`src/rtl/pipe_ctrl.sv`:
```
// Pipeline hazard/exception control: stall/bubble generation, RUN/DRAIN/HALTED
// sequencing and free-running performance counters.
module pipe_ctrl #(
  parameter int CNT_W = 32
) (
  input  logic             clk,
  input  logic             reset,
  input  logic [3:0]       D_icode,
  input  logic [3:0]       E_icode,
  input  logic [3:0]       M_icode,
  input  logic [3:0]       W_icode,
  input  logic [3:0]       d_srcA,
  input  logic [3:0]       d_srcB,
  input  logic [3:0]       E_dstM,
  input  logic             e_cnd,
  input  logic [2:0]       m_stat,
  input  logic [2:0]       W_stat,
  output logic             F_stall,
  output logic             D_stall,
  output logic             D_bubble,
  output logic             E_bubble,
  output logic             M_bubble,
  output logic             W_stall,
  output logic [1:0]       cpu_state,
  output logic             halted,
  output logic [CNT_W-1:0] cyc_cnt,
  output logic [CNT_W-1:0] stall_cnt,
  output logic [CNT_W-1:0] mispred_cnt,
  output logic [CNT_W-1:0] ret_cnt,
  output logic [CNT_W-1:0] retire_cnt
);

  typedef enum logic [1:0] {
    RUN    = 2'd0,
    DRAIN  = 2'd1,
    HALTED = 2'd2
  } state_t;

  localparam logic [2:0] STAT_AOK = 3'd1;
  localparam logic [3:0] I_MRMOV  = 4'h5;
  localparam logic [3:0] I_POP    = 4'hB;
  localparam logic [3:0] I_JXX    = 4'h7;
  localparam logic [3:0] I_RET    = 4'h9;
  localparam logic [3:0] I_NOP    = 4'h1;
  localparam logic [3:0] R_NONE   = 4'hF;

  state_t state, state_nxt;
  logic   load_use, ret_haz, mispred, m_exc, w_exc, active;

  assign load_use = ((E_icode == I_MRMOV) || (E_icode == I_POP)) && (E_dstM != R_NONE) &&
                    ((E_dstM == d_srcA) || (E_dstM == d_srcB));
  assign ret_haz  = (D_icode == I_RET) || (E_icode == I_RET) || (M_icode == I_RET);
  assign mispred  = (E_icode == I_JXX) && !e_cnd;
  assign m_exc    = (m_stat != STAT_AOK);
  assign w_exc    = (W_stat != STAT_AOK);
  assign active   = (state != HALTED);

  // Reported state reads RUN while reset is held so halted drops immediately.
  assign cpu_state = reset ? RUN : state;
  assign halted    = (cpu_state == HALTED);

  always_ff @(posedge clk) begin
    if (reset) state <= RUN;
    else       state <= state_nxt;
  end

  always_comb begin
    state_nxt = state;
    F_stall   = 1'b0;
    D_stall   = 1'b0;
    D_bubble  = 1'b0;
    E_bubble  = 1'b0;
    M_bubble  = 1'b0;
    W_stall   = 1'b0;
    case (state)
      RUN: begin
        if (w_exc)      state_nxt = HALTED;
        else if (m_exc) state_nxt = DRAIN;
      end
      DRAIN:   if (w_exc) state_nxt = HALTED;
      HALTED:  state_nxt = HALTED;
      default: state_nxt = RUN;
    endcase
    if (reset) begin
      D_bubble = 1'b1;
      E_bubble = 1'b1;
      M_bubble = 1'b1;
    end else if (state == HALTED) begin
      F_stall = 1'b1;
      D_stall = 1'b1;
      W_stall = 1'b1;
    end else begin
      // load_use wins over ret_haz: the stalled D stage must not be bubbled.
      F_stall  = load_use | ret_haz;
      D_stall  = load_use;
      D_bubble = mispred | (ret_haz & !load_use);
      E_bubble = mispred | load_use;
      M_bubble = m_exc | w_exc;
      W_stall  = w_exc;
    end
  end

  always_ff @(posedge clk) begin
    if (reset) begin
      cyc_cnt     <= '0;
      stall_cnt   <= '0;
      mispred_cnt <= '0;
      ret_cnt     <= '0;
      retire_cnt  <= '0;
    end else if (active) begin
      cyc_cnt <= cyc_cnt + CNT_W'(1);
      if (load_use | ret_haz)                          stall_cnt   <= stall_cnt + CNT_W'(1);
      if (mispred)                                     mispred_cnt <= mispred_cnt + CNT_W'(1);
      if (M_icode == I_RET)                            ret_cnt     <= ret_cnt + CNT_W'(1);
      if ((W_stat == STAT_AOK) && (W_icode != I_NOP))  retire_cnt  <= retire_cnt + CNT_W'(1);
    end
  end

endmodule

```
`config.mk`:
```
export PLATFORM = sky130hd
export DESIGN_NAME = pipe_ctrl
export DESIGN_NICKNAME = d
export VERILOG_FILES = /design/src/rtl/pipe_ctrl.sv
export SDC_FILE = /design/constraint.sdc
export NUM_CORES = 1
export LEC_CHECK = 0
export CORE_UTILIZATION = 45
export DETAILED_ROUTE_END_ITERATION = 10
export PLACE_DENSITY = 0.78
export SLEW_MARGIN = 30
export SYNTH_ARGS = -nofsm -noshare
export SYNTH_HDL_FRONTEND = slang
export SYNTH_SLANG_ARGS = --single-unit
```
`constraint.sdc`:
```
create_clock -name clk -period 2.4 [get_ports clk]
set_input_delay 0.48 -clock clk [delete_from_list [all_inputs] [get_ports clk]]
set_output_delay 0.48 -clock clk [all_outputs]
set_load 0.05 [all_outputs]
```
==> key figures, run 1 <==
Worst setup path
  • Worst setup path category: primary input to output port
  • Chain of cells forming the critical path: clkdlybuf4s50_1 > and4bb_2 > nor3_2 > buf_4 > a21oi_4 > buf_12
  • Flop-to-flop setup slack: 100 ps
  • CP Max Fanout: 5
  • Endpoint type of the worst setup path: output port
  • End of the worst register-to-register path: retire_cnt[31]$_SDFFE_PP0P_
  • Req. time, crit path: 1920 ps
  • Crit path launch type: primary input
  • Highest-delay cell along the critical path: sky130_fd_sc_hd__clkdlybuf4s50_1
  • Largest stage delay, worst path: 450 ps
  • Arrival time of the worst setup path: 1890 ps
  • Reg-to-reg startpoint: state[0]$_SDFFE_PP0P_
  • Family of cells with the greatest summed delay on the critical path: buffers and inverters
  • Buffering stage count on the worst path with inverters included: 3
  • Logic depth of the worst register-to-register path: 7

Floorplanning
  • Total core area: 17,400 µm²
  • Initial cell density of the core: 46.3%
  • Die W: 136 µm
  • Die boundary height: 136 µm
  • Die area: 18,400 µm²
  • I/O pins: 206
  • Number of cell rows: 48

Place
  • Count of placed standard cells including taps: 1,427
  • Total half-perimeter wirelength after legalization and detailed placement: 15.8 mm
  • Placement Cell Area: 10,900 µm²
  • Port bufs: 205
  • Weighted congestion at the end of routability-driven global placement: 0.828

Job
  • Maximum capacitance violations: 0

STA
  • Maximum operating frequency: 423 MHz
  • Share of the clock period used by the worst path after layout: 98.6%
  • Endpoints failing setup: 0
  • Min cycle time layout: 2370 ps
  • Total count of max-transition violations in the final report: 0
  • Final hold violation count: 0
  • Transition time at the pin with the least slew margin: 644 ps
  • Worst-case headroom to the max-slew limit: 57.1%
  • Post-Route Skew: 12.0 ps

Min path
  • Class of the tightest hold or removal check: primary input to register
  • Hold Crit Start: reset
  • Min-Delay Path Depth: 2
  • Capture endpoint of the worst hold path: mispred_cnt[1]$_SDFFE_PP0P_

Clock tree
  • Clock-pin slew on the worst setup and hold paths: 70 ps
  • Count of H-tree levels built during CTS: 4
  • Largest buffer count on any clock path: 2
  • Clock insertion delay at the later pin of the skew report: 420 ps
  • CTS Hold Buffers Added: 0
  • CTS Buf Count: 17
  • Clock sink total: 162
  • CTS tree: done
  • CTS Root Cell: sky130_fd_sc_hd__clkbuf_16

Pwr
  • VDD IR max: 0.469 mV
  • Power per cell area: 512 nW/µm²
  • Leakage power of the design: 4.02 nW
  • Power, Total: 5.95 mW

Synth
  • Number of different library cells in the post-synthesis netlist: 54
  • Mapped Cells: 963
  • Average instance area after synthesis: 8.34 µm²
  • Number of storage elements in the synthesis netlist: 162
  • Yosys synthesis warning count: 0
  • Cell area after technology mapping: 8030 µm²
  • Share of the yosys chip area belonging to registers: 40.4%
  • Proportion of synthesized flip-flops having asynchronous set or reset: 0%
  • Number of flops mapped to enable cells by yosys: 0
  • Most area-consuming cells after synthesis: sky130_fd_sc_hd__dfxtp_1 40%, sky130_fd_sc_hd__nor2_1 6.7%, sky130_fd_sc_hd__xnor2_1 6.2%
  • Area share of the largest cell type after synthesis: 40.4%
  • Most frequent cell after synthesis: sky130_fd_sc_hd__dfxtp_1
  • Most frequent cells after synthesis: 162 x sky130_fd_sc_hd__dfxtp_1, 144 x sky130_fd_sc_hd__nor2_1, 58 x sky130_fd_sc_hd__nand2_1
  • Nets in the synthesized netlist: 1,009
  • Main synth FF type: sky130_fd_sc_hd__dfxtp_1
  • Largest area contributor in the synthesized netlist: sky130_fd_sc_hd__dfxtp_1

Route
  • Final antenna-violating net count: 0
  • Number of iterations in the first detailed-routing pass: 5
  • Vias: 7,823
  • Avg Vias per Cell: 5.32
  • DRC errors left: 0
  • First-iteration detailed-routing DRC count: 358
  • Routed length per instance: 14.9 µm
  • Final WL: 21.9 mm

Run status
  • Run status: finished, final reports clean

Final layout
  • Fin nets: 1,279
  • Diode insertion count for antenna repair: 0
  • Final cell area excluding filler cells: 11,600 µm²
  • Final core utilization: 67.0%
  • Fraction of final layout cells sized beyond drive strength 1: 16.9%
  • Number of fill cells: 1,412
  • Finished Layout Cells: 1,471
  • Syn-to-layout area delta: 44.8%

Global routing
  • Number of global-route vias before repair: 7,312
  • Total GRT Usage: 23.6%
  • Largest net degree at the start of global routing: 64
  • Leftover overflow at the end of global routing: 0
  • First-pass GRT wire length: 34.9 mm
  • Antenna violations before repair: 0
## cell families after synthesis
family	Yosys count	share of synthesized area, %
simple gates	470	31.0
flops	162	40.4
compound gates	114	8.22
xor+xnor	99	10.8
buf+inv	77	3.75
mux	32	4.44
fa+ha+maj	9	1.40
## routing by layer
metal	vias to the layer above	wire, µm	track usage [%]
li1	3931	-	-
met1	3638	9510	29.2
met2	226	10400	39.2
met3	28	1530	6.29
met4	0	393	8.68
met5	-	0	0
## layout make-up
cell class | count | area (µm²) | area share [%]
inverters | 31 | 116 | 1.00
clock inverters | 12 | 146 | 1.26
repair buffers | 297 | 2760 | 23.8
flip-flops and latches | 162 | 3250 | 28.0
well taps | 225 | 282 | 2.42
clock buffers | 20 | 457 | 3.93
multi-input cells | 724 | 4610 | 39.7
## state kept, by name, summed over array words and instances, names as in the netlist
name / count
cyc_cnt: 32
mispred_cnt: 32
retire_cnt: 32
ret_cnt: 32
state: 2
stall_cnt: 32
## worst max-delay path by stage
stage / start / end / slack (ps) / depth (start not counted)
after floorplan: state[0]$_SDFFE_PP0P_ / D_bubble / -80 / 8
after global placement: E_dstM[1] / F_stall / -520 / 7
after detailed placement: E_dstM[1] / F_stall / -530 / 7
after CTS: state[0]$_SDFFE_PP0P_ / F_stall / -30 / 9
after global routing: M_icode[1] / stall_cnt[29]$_SDFFE_PP0P_ / -0.3 / 7
final: M_icode[1] / F_stall / 30 / 6
## metrics by stage
step / worst slack [ps] / hold slack (ps) / setup TNS (ps)
after floorplan: -82.7 / 537 / -142
after global placement: -518 / 483 / -16060
after detailed placement: -530 / 491 / -18670
after CTS: -33.0 / 394 / -37.3
after global routing: -0.271 / 405 / -0.271
final: 34.5 / 407 / 0
## where the power goes
part | switching [mW] | internal [mW]
combinational | 0.267 | 0.203
sequential | 0.0160 | 2.70
clock | 1.15 | 1.61
## repair_timing
item                                    CTS  global route
endpoints found under the setup margin   17            19
buffers inserted                         13             2
hold endpoints to repair                  0             0
resized for setup                        41            21
pin swaps                                13            11
## cell usage in the layout (no fill, tap or decap), drive strengths merged, types with 9 or more instances in the layout
cell type        n
mux2            29
ha               9
nor2b           28
nand3           49
and3            14
clkdlybuf4s50  179
buf            102
inv             35
and2            10
dfxtp          162
a211oi           9
nand4           45
clkbuf          25
or3             29
xnor2           57
nor3            17
nor2           145
nor4            38
and4            10
o21ai           34
xor2            42
a21oi           51
nand2           58
(Power assumes the default switching activity.)
==> run 2, diff against run 1 <==
--- a/config.mk
+++ b/config.mk
@@ -5,9 +5,11 @@
 export SDC_FILE = /design/constraint.sdc
 export NUM_CORES = 1
 export LEC_CHECK = 0
-export CORE_UTILIZATION = 45
+export ABC_AREA = 1
+export CORE_UTILIZATION = 47
 export DETAILED_ROUTE_END_ITERATION = 10
-export PLACE_DENSITY = 0.78
+export PLACE_DENSITY = 0.79
+export REMOVE_ABC_BUFFERS = 1
 export SLEW_MARGIN = 30
 export SYNTH_ARGS = -nofsm -noshare
 export SYNTH_HDL_FRONTEND = slang
==> run 2 against run 1 <==
Utilization is 2.9 points lower. Global-route usage grew 2.4 points. Synthesized area rose by 16%. Clock-buffer cell count fell by 3. Via count up 31%. Hold slack lost 47 ps. Design area rose by 6.9%. Sequential share of layout area decreased by 1.9 points. Non-clock buffer count decreased by 66. Sequential power about the same. Worst setup slack got worse by 18 ps. Critical path depth did not move. Critical endpoint unchanged. Largest cell class unchanged.
==> key figures, run 2 <==
Worst setup path
  • Worst setup path category: primary input to output port
  • Chain of cells forming the critical path: clkdlybuf4s50_1 > nand2_1 > nor3_1 > nor2_1 > a31oi_1 > buf_12
  • Crit path launch type: primary input
  • Largest stage delay, worst path: 480 ps (+30 ps)
  • Endpoint type of the worst setup path: output port
  • Family of cells with the greatest summed delay on the critical path: buffers and inverters
  • Highest-delay cell along the critical path: sky130_fd_sc_hd__clkdlybuf4s50_1
  • CP Max Fanout: 3 (-2)
  • Req. time, crit path: 1920 ps (about the same)
  • Buffering stage count on the worst path with inverters included: 2 (-1)
  • Arrival time of the worst setup path: 1900 ps (about the same)

Min path
  • Class of the tightest hold or removal check: primary input to register

Place
  • Count of placed standard cells including taps: 1,978 (+39%)
  • Port bufs: 205 (unchanged)
  • Total half-perimeter wirelength after legalization and detailed placement: 19.4 mm (+23%)
  • Weighted congestion at the end of routability-driven global placement: 0.904 (+9.2%)

Synth
  • Number of storage elements in the synthesis netlist: 162 (unchanged)
  • Most frequent cells after synthesis: 429 x sky130_fd_sc_hd__nand2_1, 294 x sky130_fd_sc_hd__nor2_1, 173 x sky130_fd_sc_hd__inv_1
  • Average instance area after synthesis: 6.13 µm² (-27%)
  • Most frequent cell after synthesis: sky130_fd_sc_hd__nand2_1
  • Proportion of synthesized flip-flops having asynchronous set or reset: 0% (unchanged)
  • Share of the yosys chip area belonging to registers: 34.9% (-5.5 points)
  • Number of flops mapped to enable cells by yosys: 0 (unchanged)
  • Main synth FF type: sky130_fd_sc_hd__dfxtp_1
  • Area share of the largest cell type after synthesis: 34.9% (-5.5 points)
  • Cell area after technology mapping: 9300 µm² (+16%)
  • Mapped Cells: 1,517 (+58%)
  • Largest area contributor in the synthesized netlist: sky130_fd_sc_hd__dfxtp_1
  • Number of different library cells in the post-synthesis netlist: 38 (-30%)
  • Most area-consuming cells after synthesis: sky130_fd_sc_hd__dfxtp_1 35%, sky130_fd_sc_hd__nand2_1 17%, sky130_fd_sc_hd__nor2_1 12%
  • Yosys synthesis warning count: 0 (unchanged)

Route
  • First-iteration detailed-routing DRC count: 645 (+80%)
  • Avg Vias per Cell: 5.09 (-4.3%)
  • Final WL: 26.4 mm (+21%)
  • Routed length per instance: 13.1 µm (-12%)
  • Metal-1 WL: 12.0 mm (+26%)
  • Final antenna-violating net count: 0 (unchanged)
  • Vias: 10,200 (+31%)
  • Top routing layer used: met4
  • Wire length on met3: 1.71 mm (+11%)
  • DRC errors left: 0 (unchanged)
  • Met2 wire length: 12.2 mm (+18%)
  • Number of iterations in the first detailed-routing pass: 9 (+4)

STA
  • Post-Route Hold Slack: 361 ps (-46.6 ps)
  • Worst-case headroom to the max-slew limit: 56.6% (-0.44 points)
  • Post-Route Skew: 15.8 ps (+3.75 ps)
  • Final total negative setup slack: 0 ps (unchanged)
  • Min cycle time layout: 2380 ps (+17.7 ps)
  • Transition time at the pin with the least slew margin: 650 ps (+6.57 ps)
  • RSZ-0062 raised after global routing: true
  • Total count of max-transition violations in the final report: 0 (unchanged)
  • Share of the clock period used by the worst path after layout: 99.3% (+0.74 points)
  • Endpoints failing setup: 0 (unchanged)
  • Maximum operating frequency: 420 MHz (-0.74%)
  • Final hold violation count: 0 (unchanged)

Floorplanning
  • Die W: 143 µm (+5.2%)
  • Number of cell rows: 51 (+6.3%)
  • Initial cell density of the core: 47.9% (+1.6 points)
  • I/O pins: 206 (unchanged)
  • Total core area: 19,400 µm² (+12%)
  • Die boundary height: 143 µm (+5.2%)
  • Die area: 20,300 µm² (+11%)

Clock tree
  • Largest buffer count on any clock path: 2 (unchanged)
  • CTS tree: done
  • CTS Buf Count: 17 (unchanged)
  • Clock-pin slew on the worst setup and hold paths: 60 ps (about the same)
  • Count of H-tree levels built during CTS: 4 (unchanged)
  • Clock sink total: 162 (unchanged)
  • CTS Root Cell: sky130_fd_sc_hd__clkbuf_16
  • Clock insertion delay at the later pin of the skew report: 430 ps (about the same)

Pwr
  • Power, Total: 5.79 mW (-2.6%)
  • VDD IR max: 0.499 mV (+6.4%)
  • Power per cell area: 466 nW/µm² (-8.9%)
  • Leakage power of the design: 4.78 nW (+19%)

Global routing
  • Largest net degree at the start of global routing: 105 (+64%)
  • Number of global-route vias before repair: 9,165 (+25%)
  • Total GRT Usage: 26.0% (+2.4 points)
  • Antenna violations before repair: 0 (unchanged)
  • First-pass GRT wire length: 42.7 mm (+22%)
  • Leftover overflow at the end of global routing: 0 (unchanged)

Final layout
  • Commonest non-fill, non-tap cell in the layout: sky130_fd_sc_hd__nand2_1
  • Fin nets: 1,781 (+39%)
  • Syn-to-layout area delta: 33.7%
  • Diode insertion count for antenna repair: 0 (unchanged)
  • Fraction of final layout cells sized beyond drive strength 1: 6.12% (-11 points)
  • Number of fill cells: 1,819 (+29%)
  • Finished Layout Cells: 2,012 (+37%)
  • Final core utilization: 64.1% (-2.9 points)
  • Commonest cells after routing, fill and taps aside: 428 x sky130_fd_sc_hd__nand2_1, 292 x sky130_fd_sc_hd__nor2_1, 183 x sky130_fd_sc_hd__clkdlybuf4s50_1, 173 x sky130_fd_sc_hd__inv_1, 161 x sky130_fd_sc_hd__dfxtp_1

Run status
  • Run status: finished, final reports clean

Job
  • Maximum capacitance violations: 0 (unchanged)
==> run 2: cell count changes after synthesis, moves of 29 or more <==
| cell | before | now |
|---|---|---|
| sky130_fd_sc_hd__or3_1 | 29 | 0 |
| sky130_fd_sc_hd__a21oi_1 | 51 | 96 |
| sky130_fd_sc_hd__inv_1 | 31 | 173 |
| sky130_fd_sc_hd__nand2_1 | 58 | 429 |
| sky130_fd_sc_hd__nor4_1 | 33 | 4 |
| sky130_fd_sc_hd__nand3_1 | 48 | 108 |
| sky130_fd_sc_hd__nor2_1 | 144 | 294 |
| sky130_fd_sc_hd__mux2_2 | 29 | 0 |
| sky130_fd_sc_hd__xnor2_1 | 57 | 10 |
==> run 2: routing by layer <==
layer	global-route usage [%]	up-vias
li1	-	5250
met1	33.4	4633
met2	43.9	324
met3	4.33	33
met4	8.89	0
met5	0	-
==> run 2: layout make-up <==
| cell class | count | area [µm²] | area share (%) |
|---|---|---|---|
| clock inverter | 14 | 108 | 0.866 |
| tap | 265 | 332 | 2.67 |
| sequential | 162 | 3240 | 26.1 |
| inverter | 176 | 667 | 5.37 |
| clock buffer | 17 | 425 | 3.42 |
| timing repair buffer | 231 | 2390 | 19.3 |
| multi-input combinational | 1147 | 5260 | 42.3 |
==> run 2: cell families (layout without fill, tap and decap cells) <==
logic type / after synthesis / after routing / synth area share (%)
and+or+nand+nor: 958 / 958 / 44.1
buffers and inverters: 208 / 438 / 8.79
DFF: 162 / 162 / 34.9
AOI/OAI and AO/OA: 155 / 155 / 8.66
xor gates and xnor gates: 25 / 25 / 2.36
adders and majority gates: 9 / 9 / 1.21
==> run 2: through the flow <==
step	worst slack, ps	area [µm²]
2_1_floorplan	-794	9140
3_3_place_gp	-9.84	11800
3_5_place_dp	-31.4	11800
4_1_cts	8.30	12400
5_1_grt	-47.9	12400
6_report	16.8	12400
==> run 2: what timing repair did <==
action,4_1_cts,5_1_grt
setup endpoints to repair,5,4
gates resized for setup,6,17
buffers inserted,0,3
pin swaps,0,8
hold endpoints to repair,0,0
hold buffers,0,0
==> run 2: worst paths after layout <==
path | slack [ps] | cells past startpoint | to | startpoint
max | 20 | 6 | F_stall | M_icode[3]
max reg2reg | 450 | 13 | mispred_cnt[30]$_SDFFE_PP0P_ | state[0]$_SDFFE_PP0P_
min | 360 | 2 | mispred_cnt[26]$_SDFFE_PP0P_ | reset
min reg2reg | 460 | 2 | ret_cnt[12]$_SDFFE_PP0P_ | ret_cnt[12]$_SDFFE_PP0P_
==> run 2: where the power goes <==
group          internal [mW]  leakage [nW]  switching [mW]
Sequential              2.70          1.31          0.0196
Combinational          0.207          3.23           0.322
Clock                   1.33         0.250            1.21
Total                   4.24          4.78            1.55
